$ cat config.mk
export PLATFORM = sky130hd
export DESIGN_NAME = imm_gen_pipe_flat
export DESIGN_NICKNAME = d
export VERILOG_FILES = /design/src/rtl/imm_gen_pipe_if.sv /design/src/rtl/imm_gen_pipe.sv /design/src/flat_wrapper.sv
export SDC_FILE = /design/constraint.sdc
export NUM_CORES = 1
export LEC_CHECK = 0
export ABC_AREA = 1
export BUFFER_PORTS_ARGS = -buffer_cell sky130_fd_sc_hd__buf_2
export CAP_MARGIN = 10
export CORE_UTILIZATION = 60
export DETAILED_ROUTE_END_ITERATION = 10
export HOLD_SLACK_MARGIN = 0.12
export PLACE_DENSITY_LB_ADDON = 0.3
export SYNTH_ARGS = -nofsm -noshare
export SYNTH_HDL_FRONTEND = slang
export SYNTH_SLANG_ARGS = --single-unit
$ cat constraint.sdc
create_clock -name clk -period 2.4 [get_ports clk]
set_input_delay 0.36 -clock clk [delete_from_list [all_inputs] [get_ports clk]]
set_output_delay 0.36 -clock clk [all_outputs]
set_load 0.01 [all_outputs]
$ cat src/rtl/imm_gen_pipe_if.sv
// Handshake bundle between the decoder and the immediate/target generator.
// The master side drives requests and out_ready; the slave side is the generator.
interface imm_gen_pipe_if #(
  parameter int unsigned JIDX_W = 26,
  parameter int unsigned DATA_W = 32
);
  logic              in_valid;
  logic              in_ready;
  logic [2:0]        in_mode;
  logic [JIDX_W-1:0] in_imm;
  logic [DATA_W-1:0] in_pc;
  logic              out_valid;
  logic              out_ready;
  logic [DATA_W-1:0] out_data;
  logic              out_ovf;
  logic              out_err;

  modport master (
    output in_valid, in_mode, in_imm, in_pc, out_ready,
    input  in_ready, out_valid, out_data, out_ovf, out_err
  );

  modport slave (
    input  in_valid, in_mode, in_imm, in_pc, out_ready,
    output in_ready, out_valid, out_data, out_ovf, out_err
  );
endinterface

$ cat src/rtl/imm_gen_pipe.sv
// Two-stage valid/ready immediate and branch/jump target generator.
// S1 extends the immediate and forms pc+4; S2 does the branch add and target assembly.
module imm_gen_pipe #(
  parameter int unsigned IMM_W  = 16,
  parameter int unsigned JIDX_W = 26,
  parameter int unsigned DATA_W = 32
) (
  input  logic          clk,
  input  logic          rst_n,
  input  logic          flush,
  imm_gen_pipe_if.slave bus
);
  localparam int unsigned PC4_W = DATA_W + 1;
  localparam int unsigned SUM_W = DATA_W + 2;
  localparam int unsigned JLO_W = JIDX_W + 2;
  localparam logic [DATA_W-1:0] JUMP_LO_MASK = ~({DATA_W{1'b1}} << JLO_W);

  typedef enum logic [2:0] {
    MODE_ZERO   = 3'd0,
    MODE_SIGN   = 3'd1,
    MODE_HIGH   = 3'd2,
    MODE_BRANCH = 3'd3,
    MODE_JUMP   = 3'd4,
    MODE_PCWORD = 3'd5,
    MODE_RSV6   = 3'd6,
    MODE_RSV7   = 3'd7
  } mode_e;

  logic              s1_v_q,    s1_v_d;
  mode_e             s1_mode_q, s1_mode_d;
  logic [DATA_W-1:0] s1_ext_q,  s1_ext_d;
  logic [PC4_W-1:0]  s1_pc4_q,  s1_pc4_d;
  logic [DATA_W-1:0] s1_off_q,  s1_off_d;
  logic              s2_v_q,    s2_v_d;
  logic [DATA_W-1:0] s2_data_q, s2_data_d;
  logic              s2_ovf_q,  s2_ovf_d;
  logic              s2_err_q,  s2_err_d;

  logic              s1_load_c;
  logic              s2_load_c;
  logic              accept_c;
  logic [IMM_W-1:0]  imm_c;
  logic [DATA_W-1:0] sext_c;
  logic [SUM_W-1:0]  br_sum_c;

  assign bus.in_ready  = !flush && (!s1_v_q || !s2_v_q || bus.out_ready);
  assign bus.out_valid = s2_v_q;
  assign bus.out_data  = s2_data_q;
  assign bus.out_ovf   = s2_ovf_q;
  assign bus.out_err   = s2_err_q;

  // Next-state for both stages; flush overrides the valid bits last.
  always_comb begin
    s1_v_d    = s1_v_q;
    s1_mode_d = s1_mode_q;
    s1_ext_d  = s1_ext_q;
    s1_pc4_d  = s1_pc4_q;
    s1_off_d  = s1_off_q;
    s2_v_d    = s2_v_q;
    s2_data_d = s2_data_q;
    s2_ovf_d  = s2_ovf_q;
    s2_err_d  = s2_err_q;

    imm_c     = bus.in_imm[IMM_W-1:0];
    sext_c    = {{(DATA_W-IMM_W){imm_c[IMM_W-1]}}, imm_c};
    // Carry-extended pc+4 plus sign-extended offset: the top two bits flag wrap either way.
    br_sum_c  = SUM_W'(s1_pc4_q) + {{2{s1_off_q[DATA_W-1]}}, s1_off_q};
    s2_load_c = !s2_v_q || bus.out_ready;
    s1_load_c = !s1_v_q || s2_load_c;
    accept_c  = bus.in_valid && bus.in_ready;

    if (s1_load_c) begin
      s1_v_d = accept_c;
      if (accept_c) begin
        s1_mode_d = mode_e'(bus.in_mode);
        s1_pc4_d  = PC4_W'(bus.in_pc) + PC4_W'(4);
        s1_off_d  = sext_c << 2;
        unique case (mode_e'(bus.in_mode))
          MODE_ZERO:   s1_ext_d = DATA_W'(imm_c);
          MODE_SIGN:   s1_ext_d = sext_c;
          MODE_HIGH:   s1_ext_d = DATA_W'({imm_c, {IMM_W{1'b0}}});
          MODE_JUMP:   s1_ext_d = DATA_W'(bus.in_imm);
          MODE_PCWORD: s1_ext_d = bus.in_pc;
          default:     s1_ext_d = '0;
        endcase
      end
    end

    if (s2_load_c) begin
      s2_v_d = s1_v_q;
      if (s1_v_q) begin
        s2_ovf_d = 1'b0;
        s2_err_d = 1'b0;
        unique case (s1_mode_q)
          MODE_ZERO, MODE_SIGN, MODE_HIGH: s2_data_d = s1_ext_q;
          MODE_BRANCH: begin
            s2_data_d = br_sum_c[DATA_W-1:0];
            s2_ovf_d  = |br_sum_c[SUM_W-1:DATA_W];
          end
          MODE_JUMP:   s2_data_d = (s1_pc4_q[DATA_W-1:0] & ~JUMP_LO_MASK) | (s1_ext_q << 2);
          MODE_PCWORD: s2_data_d = {2'b00, s1_ext_q[DATA_W-1:2]};
          default: begin
            s2_data_d = '0;
            s2_err_d  = 1'b1;
          end
        endcase
      end
    end

    if (flush) begin
      s1_v_d = 1'b0;
      s2_v_d = 1'b0;
    end
  end

  always_ff @(posedge clk) begin
    if (!rst_n) begin
      s1_v_q    <= 1'b0;
      s1_mode_q <= MODE_ZERO;
      s1_ext_q  <= '0;
      s1_pc4_q  <= '0;
      s1_off_q  <= '0;
      s2_v_q    <= 1'b0;
      s2_data_q <= '0;
      s2_ovf_q  <= 1'b0;
      s2_err_q  <= 1'b0;
    end else begin
      s1_v_q    <= s1_v_d;
      s1_mode_q <= s1_mode_d;
      s1_ext_q  <= s1_ext_d;
      s1_pc4_q  <= s1_pc4_d;
      s1_off_q  <= s1_off_d;
      s2_v_q    <= s2_v_d;
      s2_data_q <= s2_data_d;
      s2_ovf_q  <= s2_ovf_d;
      s2_err_q  <= s2_err_d;
    end
  end
endmodule

$ cat src/flat_wrapper.sv
// flat-port wrapper written by rule: the top's interface ports become plain ports
module imm_gen_pipe_flat 
#(
  parameter int unsigned IMM_W  = 16,
  parameter int unsigned JIDX_W = 26,
  parameter int unsigned DATA_W = 32
)
  (clk, rst_n, flush, bus_in_valid, bus_in_mode, bus_in_imm, bus_in_pc, bus_out_ready, bus_in_ready, bus_out_valid, bus_out_data, bus_out_ovf, bus_out_err);
  imm_gen_pipe_if #(.JIDX_W(JIDX_W), .DATA_W(DATA_W)) bus_i ();
  input  logic clk;
  input  logic rst_n;
  input  logic flush;
  input wire logic [$bits(bus_i.in_valid)-1:0] bus_in_valid;
  input wire logic [$bits(bus_i.in_mode)-1:0] bus_in_mode;
  input wire logic [$bits(bus_i.in_imm)-1:0] bus_in_imm;
  input wire logic [$bits(bus_i.in_pc)-1:0] bus_in_pc;
  input wire logic [$bits(bus_i.out_ready)-1:0] bus_out_ready;
  output wire logic [$bits(bus_i.in_ready)-1:0] bus_in_ready;
  output wire logic [$bits(bus_i.out_valid)-1:0] bus_out_valid;
  output wire logic [$bits(bus_i.out_data)-1:0] bus_out_data;
  output wire logic [$bits(bus_i.out_ovf)-1:0] bus_out_ovf;
  output wire logic [$bits(bus_i.out_err)-1:0] bus_out_err;
  assign bus_i.in_valid = bus_in_valid;
  assign bus_i.in_mode = bus_in_mode;
  assign bus_i.in_imm = bus_in_imm;
  assign bus_i.in_pc = bus_in_pc;
  assign bus_i.out_ready = bus_out_ready;
  assign bus_in_ready = bus_i.in_ready;
  assign bus_out_valid = bus_i.out_valid;
  assign bus_out_data = bus_i.out_data;
  assign bus_out_ovf = bus_i.out_ovf;
  assign bus_out_err = bus_i.out_err;
  imm_gen_pipe #(.IMM_W(IMM_W), .JIDX_W(JIDX_W), .DATA_W(DATA_W)) u_core (.clk(clk), .rst_n(rst_n), .flush(flush), .bus(bus_i));
endmodule
==> results of run 1 <==
-- area by class of cell --
type	instances	area [um2]
Clock buffer	17	425
Clock inverter	15	203
Fill cell	1235	3940
Inverter	204	766
Multi-Input combinational cell	1024	5130
Sequential cell	120	2400
Tap cell	180	225
Timing Repair Buffer	124	728
-- routing by layer --
metal,track usage [%],share of wire (%),up-vias
li1,-,-,4719
met1,53.3,41,4421
met2,65.3,45,591
met3,8.93,10,105
met4,20.0,4.4,0
met5,0,0,-
-- kinds of logic (layout without fill, tap and decap cells) --
group                    Yosys count  in the layout  share of synthesized area (%)
AO/OA/AOI/OAI                    278            278                           18.7
adder cells (fa/ha/maj)           33             33                           4.95
XOR/XNOR                          23             23                           2.37
buffers and inverters            259            360                           11.6
flip-flops                       120            120                           28.3
AND/OR/NAND/NOR                  690            690                           34.0
-- power groups by stage --
stage	registers, mW	logic [mW]	clock network [mW]
6_report	2.14	0.907	2.74
5_1_grt	2.15	0.991	2.85
3_5_place_dp	2.18	0.869	0
3_3_place_gp	2.18	0.860	0
2_1_floorplan	2.16	0.558	0
4_1_cts	2.14	0.879	2.74
-- sequential cells by signal, summed over array words and instances (netlist names) --
signal	count
u_core.s1_pc4_q	33
u_core.bus.out_data	32
u_core.s1_ext_q	32
u_core.s1_off_q	16
u_core.s1_mode_q	3
u_core.bus.out_err	1
u_core.bus.out_ovf	1
u_core.bus.out_valid	1
u_core.s1_v_q	1
-- repair_timing --
item                                    CTS  global route
hold endpoints to repair                  0             0
hold buffers                              0             0
gates resized for setup                   0             6
endpoints found under the setup margin    0             8
-- critical path, stage by stage, from the launching register on --
cell and delay (ns):
dfxtp_1 0.33, buf_12 0.16, ha_1 0.37, nand2_1 0.12, nor2_1 0.23, inv_1 0.08
nor3_1 0.26, nand3_1 0.16, nand2_1 0.09, nand2_1 0.06, nand3_1 0.07, nand2_1 0.07
nand2_1 0.08, a21oi_1 0.05
-- synth_stat cells --
library cell / count / area, um2
nand2_1: 477 / 1790
inv_1: 203 / 762
a21oi_1: 139 / 696
dfxtp_1: 120 / 2400
nand3_1: 77 / 385
nor2_1: 68 / 255
o21ai_0: 64 / 320
clkbuf_1: 41 / 154
ha_1: 32 / 400
xor2_1: 20 / 175
nor3_1: 18 / 90.1
o22ai_1: 18 / 113
nand4_1: 16 / 100
o21bai_1: 16 / 120
o2111ai_1: 13 / 114
buf_2: 12 / 60.1
o211ai_1: 8 / 60.1
a221oi_1: 7 / 61.3
nor4_1: 6 / 37.5
o221ai_1: 5 / 43.8
or2_2: 5 / 31.3
nor2_2: 4 / 25.0
a32o_1: 3 / 30.0
and2_1: 3 / 18.8
nand2_2: 3 / 18.8
nand3_2: 3 / 30.0
nor2_4: 3 / 33.8
o21a_1: 3 / 22.5
xnor2_1: 3 / 26.3
buf_1: 2 / 7.51
nor3_4: 2 / 32.5
a21o_1: 1 / 7.51
fa_1: 1 / 20.0
inv_2: 1 / 3.75
nand2_4: 1 / 11.3
nand3b_1: 1 / 7.51
nor3_2: 1 / 10.0
nor3b_1: 1 / 7.51
o21ai_1: 1 / 5.00
or2_0: 1 / 6.26
-- stage by stage --
step / hold slack, ns / utilization, %
final: 0.167 / 71.5
after global routing: 0.167 / 71.5
after CTS: 0.161 / 71.3
after detailed placement: 0.451 / 66.8
after global placement: 0.442 / 66.8
after floorplan: 0.430 / -
-- worst paths after layout --
kind | endpoint | start | slack [ns] | cells after the start
max | u_core.bus.out_data[27]$_SDFFE_PN0P_ | u_core.s1_off_q[17]$_SDFFE_PN0P_ | 0.15 | 13
min | u_core.s1_pc4_q[2]$_SDFFE_PN0P_ | bus_in_pc[2] | 0.17 | 2
max reg2reg | u_core.bus.out_data[27]$_SDFFE_PN0P_ | u_core.s1_off_q[17]$_SDFFE_PN0P_ | 0.15 | 13
min reg2reg | u_core.bus.out_data[31]$_SDFFE_PN0P_ | u_core.bus.out_data[31]$_SDFFE_PN0P_ | 0.46 | 2
-- cell usage in the layout (no fill, tap or decap), types with 8 or more instances in the layout --
| cell | instances |
|---|---|
| a21oi_1 | 139 |
| buf_2 | 101 |
| buf_4 | 19 |
| clkbuf_16 | 17 |
| dfxtp_1 | 120 |
| ha_1 | 31 |
| inv_1 | 202 |
| nand2_1 | 475 |
| nand3_1 | 75 |
| nand4_1 | 16 |
| nor2_1 | 67 |
| nor3_1 | 17 |
| o2111ai_1 | 13 |
| o211ai_1 | 8 |
| o21ai_0 | 64 |
| o21bai_1 | 16 |
| o22ai_1 | 18 |
| xor2_1 | 20 |
==> results by group, run 1 <==
Placement
  – DP Cell Count: about 1700
  – PortBufs: just over 100
  – Placement Cell Area: slightly above 9000 um2
  – Pre-CTS setup slack: between 0.03 and 0.04 ns
  – RD Place Congestion: roughly 1
  – Post-detail-place hpwl: 22.8 mm

Min path
  – Hold Path Class: in -> reg

Logic synthesis
  – Syn avg cell area: 6.06 um2
  – Synthesized area: 8500 um2
  – Synth Instances: approximately 1400
  – Syn_nets: between 1500 and 2000
  – Synth unique cells: 40
  – Post-synthesis sequential element count: 120
  – Synth warnings: 0
  – Sequential area share after synthesis: 28.3%

GRT
  – Gr ovfl total: 0
  – Vias in the first global route: 8810
  – Pin count of the biggest net entering global routing: 74
  – Initial antenna violation count: 0
  – Total track usage: approximately two fifths
  – First-pass GRT wire length: about 46 mm

Power
  – Flop pwr share: between 30% and 40%
  – PwrDens: 586 nW/um2
  – Total power: ~5.8 mW
  – Switching share of power: a little under a third
  – P_leak: between 4 and 5 nW
  – Sw Pwr: 1.75 mW
  – Clock power frac: between 40% and 50%
  – Combinational group share of total power: between 10% and 20%
  – Internal Power: between 4 and 5 mW
  – Peak supply drop: just under 500 uV

Clock tree
  – Clock Tree Root: clkbuf_16
  – CTS sink count: 120
  – Longest Clk Path Bufs: 2
  – H-tree Lvls: 4
  – TritonCTS clock tree: done
  – Total CTS buffers: 17
  – Clock transition at path regs: roughly 0.070 ns
  – Post-CTS Setup Bufs: 0
  – Clock Latency Late Sink: 0.43 ns

Routing
  – Via density: roughly 5.8
  – DRC viols: 0
  – Routed WL per cell: between 15 and 20 um
  – DR iter-0 viols: between 900 and 1000
  – Drt first pass iters: 6
  – ANT nets after route: 0
  – WL final: 29.7 mm
  – Vias: 9836

Setup path
  – Worst Setup Start Kind: flip-flop
  – CP Max Fanout: 18
  – Critical path required time: between 2 and 3 ns
  – Critical path arrival: 2.56 ns
  – Critical path class: reg -> reg
  – Crit path capture type: flip-flop

Floorplan
  – Initial Util: 61.4%
  – Die X: between 100 and 150 um
  – Rows: 43
  – Die area: 14600 um2
  – Core box area: around 14000 um2
  – # IOs: 102
  – Die H: around 120 um

Timing
  – Period utilisation layout: a little over nine tenths
  – Setup TNS: 0 ns
  – Post-Route Skew: approximately 0.012 ns
  – Final Max Slew Viols: 0
  – Least-Margin Pin Slew: about 0.6 ns
  – Unrepaired setup endpoints after global routing: no
  – Fmax achieved: between 0.4 and 0.5 GHz
  – Setup Viol. Count Final: 0
  – Min cycle time layout: between 2 and 2.5 ns
  – Max-Slew Margin vs Limit: around three fifths
  – Final hold vios: 0
  – Setup ws final: around 0.15 ns

Outcome
  – Status: completed

Final layout
  – Area growth syn-to-layout: 16.3%
  – Layout cell share with drive strength beyond 1: 12.5%
  – # diodes: 0
  – Layout net count: around 1600
  – Fin area: 9880 um2
  – Non-Filler Instances: about 1700

Job
  – Max_cap viols: 0
Power figures use the tool's default switching activity.
==> run 2, diff against run 1 <==
- PLACE_DENSITY: not set -> 0.88
- PLACE_DENSITY_LB_ADDON: 0.3 -> not set
==> run 2 against run 1 <==
Sequential cell count stayed put. Largest power group unchanged. Clock-buffer cell count stayed put. Non-clock buffer count is 2 higher. Critical endpoint is now u_core.bus.out_data[22]$_SDFFE_PN0P_.
==> results by group, run 2 (synthesized netlist as in run 1, its figures left out) <==
Outcome
  – Status: completed

Floorplan
  – Core box area: 13800 um2 (unchanged)
  – # IOs: 102 (unchanged)
  – Die X: 121 um (unchanged)
  – Die H: 121 um (unchanged)
  – Die area: 14600 um2 (unchanged)
  – Initial Util: 61.4% (unchanged)
  – Rows: 43 (unchanged)

Routing
  – Met2 routed WL: 13.3 mm (+0.28%)
  – Drt first pass iters: 7 (+1)
  – DR iter-0 viols: 1279 (+39%)
  – Met3 routed WL: 2.82 mm (-6.9%)
  – Routed WL per cell: 17.6 um (about the same)
  – WL final: 29.7 mm (about the same)
  – Vias: 9825 (-0.11%)
  – Top Layer Used: met4
  – ANT nets after route: 0 (unchanged)
  – DRT met1 WL: 12.4 mm (+2.2%)
  – Via density: 5.83 (-0.23%)
  – DRC viols: 0 (unchanged)

Timing
  – Final Max Slew Viols: 0 (unchanged)
  – Setup TNS: 0 ns (unchanged)
  – Final hold vios: 0 (unchanged)
  – Fmax achieved: 0.441 GHz (-0.78%)
  – Post-Route Skew: 0.00981 ns (-0.00174 ns)
  – Setup Viol. Count Final: 0 (unchanged)
  – Max-Slew Margin vs Limit: 62.8% (+4.1 points)
  – Least-Margin Pin Slew: 0.556 ns (-0.0623 ns)
  – Unrepaired setup endpoints after global routing: no
  – Min cycle time layout: 2.27 ns (+0.0177 ns)
  – Period utilisation layout: 94.4% (+0.74 points)

Setup path
  – Worst r2r src: u_core.s1_off_q[17]$_SDFFE_PN0P_
  – Critical path arrival: 2.63 ns (+0.07 ns)
  – Critical path required time: 2.77 ns (+0.06 ns)
  – Critical path class: reg -> reg
  – Crit path capture type: flip-flop
  – Worst Setup Start Kind: flip-flop
  – Crit path launch: u_core.s1_off_q[17]$_SDFFE_PN0P_
  – CP Max Fanout: 18 (unchanged)

Clock tree
  – Hold-fix buffer count after cts: 0 (unchanged)
  – Clock Latency Late Sink: 0.44 ns (about the same)
  – Post-cts sizing count: 0 (unchanged)
  – H-tree Lvls: 4 (unchanged)
  – Clock Tree Root: clkbuf_16
  – TritonCTS clock tree: done
  – Total CTS buffers: 17 (unchanged)
  – Clock transition at path regs: 0.06 ns (about the same)
  – Longest Clk Path Bufs: 2 (unchanged)
  – Post-CTS Setup Bufs: 0 (unchanged)
  – CTS sink count: 120 (unchanged)

Placement
  – Post-detail-place hpwl: 22.5 mm (-1.1%)
  – PortBufs: 101 (unchanged)
  – Placement Cell Area: 9250 um2 (+0.16%)
  – RD Place Congestion: 1.00 (-0.86%)

Final layout
  – Layout net count: 1592 (+0.13%)
  – Largest Register: u_core.s1_pc4_q
  – Area growth syn-to-layout: 16.1%
  – Commonest non-fill, non-tap cell in the layout: nand2_1
  – Fin area: 9860 um2 (-0.22%)
  – Layout cell share with drive strength beyond 1: 12.5% (-0.017 points)
  – Max FFs per register: 33 (unchanged)
  – # diodes: 0 (unchanged)
  – Most frequent cells in the layout: nand2_1 (476), inv_1 (202), a21oi_1 (139), dfxtp_1 (120), buf_2 (101)

Power
  – PwrDens: 570 nW/um2 (-2.8%)
  – Peak supply drop: 470 uV (-4.9%)
  – P_leak: 4.87 nW (-0.17%)

GRT
  – Gr ovfl total: 0 (unchanged)
  – Vias in the first global route: 8868 (+0.66%)
  – Initial antenna violation count: 0 (unchanged)
  – First-pass GRT wire length: 46.2 mm (-0.16%)
  – Total track usage: 41.4% (+0.053 points)
  – Pin count of the biggest net entering global routing: 96 (+30%)

Min path
  – Hold Crit Start: bus_in_valid
  – Hold Path Class: in -> reg

Job
  – Max_cap viols: 0 (unchanged)
run 2: cell count changes in the layout (fill, tap and decap cells not counted), moves of 2 or more:
| cell | before | now |
|---|---|---|
| clkinv_8 | 0 | 4 |
| inv_8 | 3 | 5 |
| o21ai_1 | 1 | 4 |
| buf_4 | 19 | 21 |
| o21ai_0 | 64 | 61 |
| inv_6 | 7 | 5 |
| bufinv_16 | 3 | 0 |
run 2: path summary, 6_finish.rpt:
path | to | slack, ns | cells after the start
max | u_core.bus.out_data[22]$_SDFFE_PN0P_ | 0.13 | 13
min | u_core.s1_v_q$_SDFFE_PP0N_ | 0.16 | 3
max reg2reg | u_core.bus.out_data[22]$_SDFFE_PN0P_ | 0.13 | 13
min reg2reg | u_core.bus.out_data[9]$_SDFFE_PN0P_ | 0.46 | 2
run 2: per-layer routing:
| metal | GRT usage, % | vias up |
|---|---|---|
| li1 | - | 4735 |
| met1 | 53.7 | 4401 |
| met2 | 65.6 | 594 |
| met3 | 8.27 | 95 |
| met4 | 19.7 | 0 |
| met5 | 0 | - |
run 2: metrics by stage:
stage               instances  total power [mW]  hold WS, ns  worst slack (ns)  utilization [%]
global placement         1654              3.04        0.444            0.0204             66.9
detailed placement       1654              3.06        0.454            0.0616             66.9
floorplan                1403              2.71        0.430             0.440                -
CTS                      1686              5.58        0.160            0.0376             71.2
global route             1686              5.78        0.173           0.00140             71.3
finish                   1686              5.62        0.163             0.134             71.3
run 2: cell type report:
| type | instances | area, um2 |
|---|---|---|
| inverters | 204 | 766 |
| clock buffers | 17 | 425 |
| well taps | 180 | 225 |
| repair buffers | 126 | 743 |
| fillers | 1227 | 3970 |
| clock inverters | 15 | 174 |
| flip-flops and latches | 120 | 2400 |
| multi-input cells | 1024 | 5130 |
run 2: critical path: stages (launching register included):
cell     delay (ns)
dfxtp_1        0.32
buf_12         0.15
ha_1           0.39
nand2_1        0.15
nand2_1        0.08
a21oi_1        0.20
nand2_1        0.12
inv_1          0.07
nand3_1        0.13
nand2_1        0.09
nand2_1        0.05
o21ai_1        0.25
nand2_1        0.09
a21oi_1        0.12
run 2: report_power, final:
| group | leakage (nW) | switching [mW] | internal (mW) |
|---|---|---|---|
| registers | 0.978 | 0.0723 | 2.07 |
| logic | 3.60 | 0.615 | 0.300 |
| clock network | 0.294 | 1.16 | 1.40 |
| total | 4.87 | 1.85 | 3.77 |
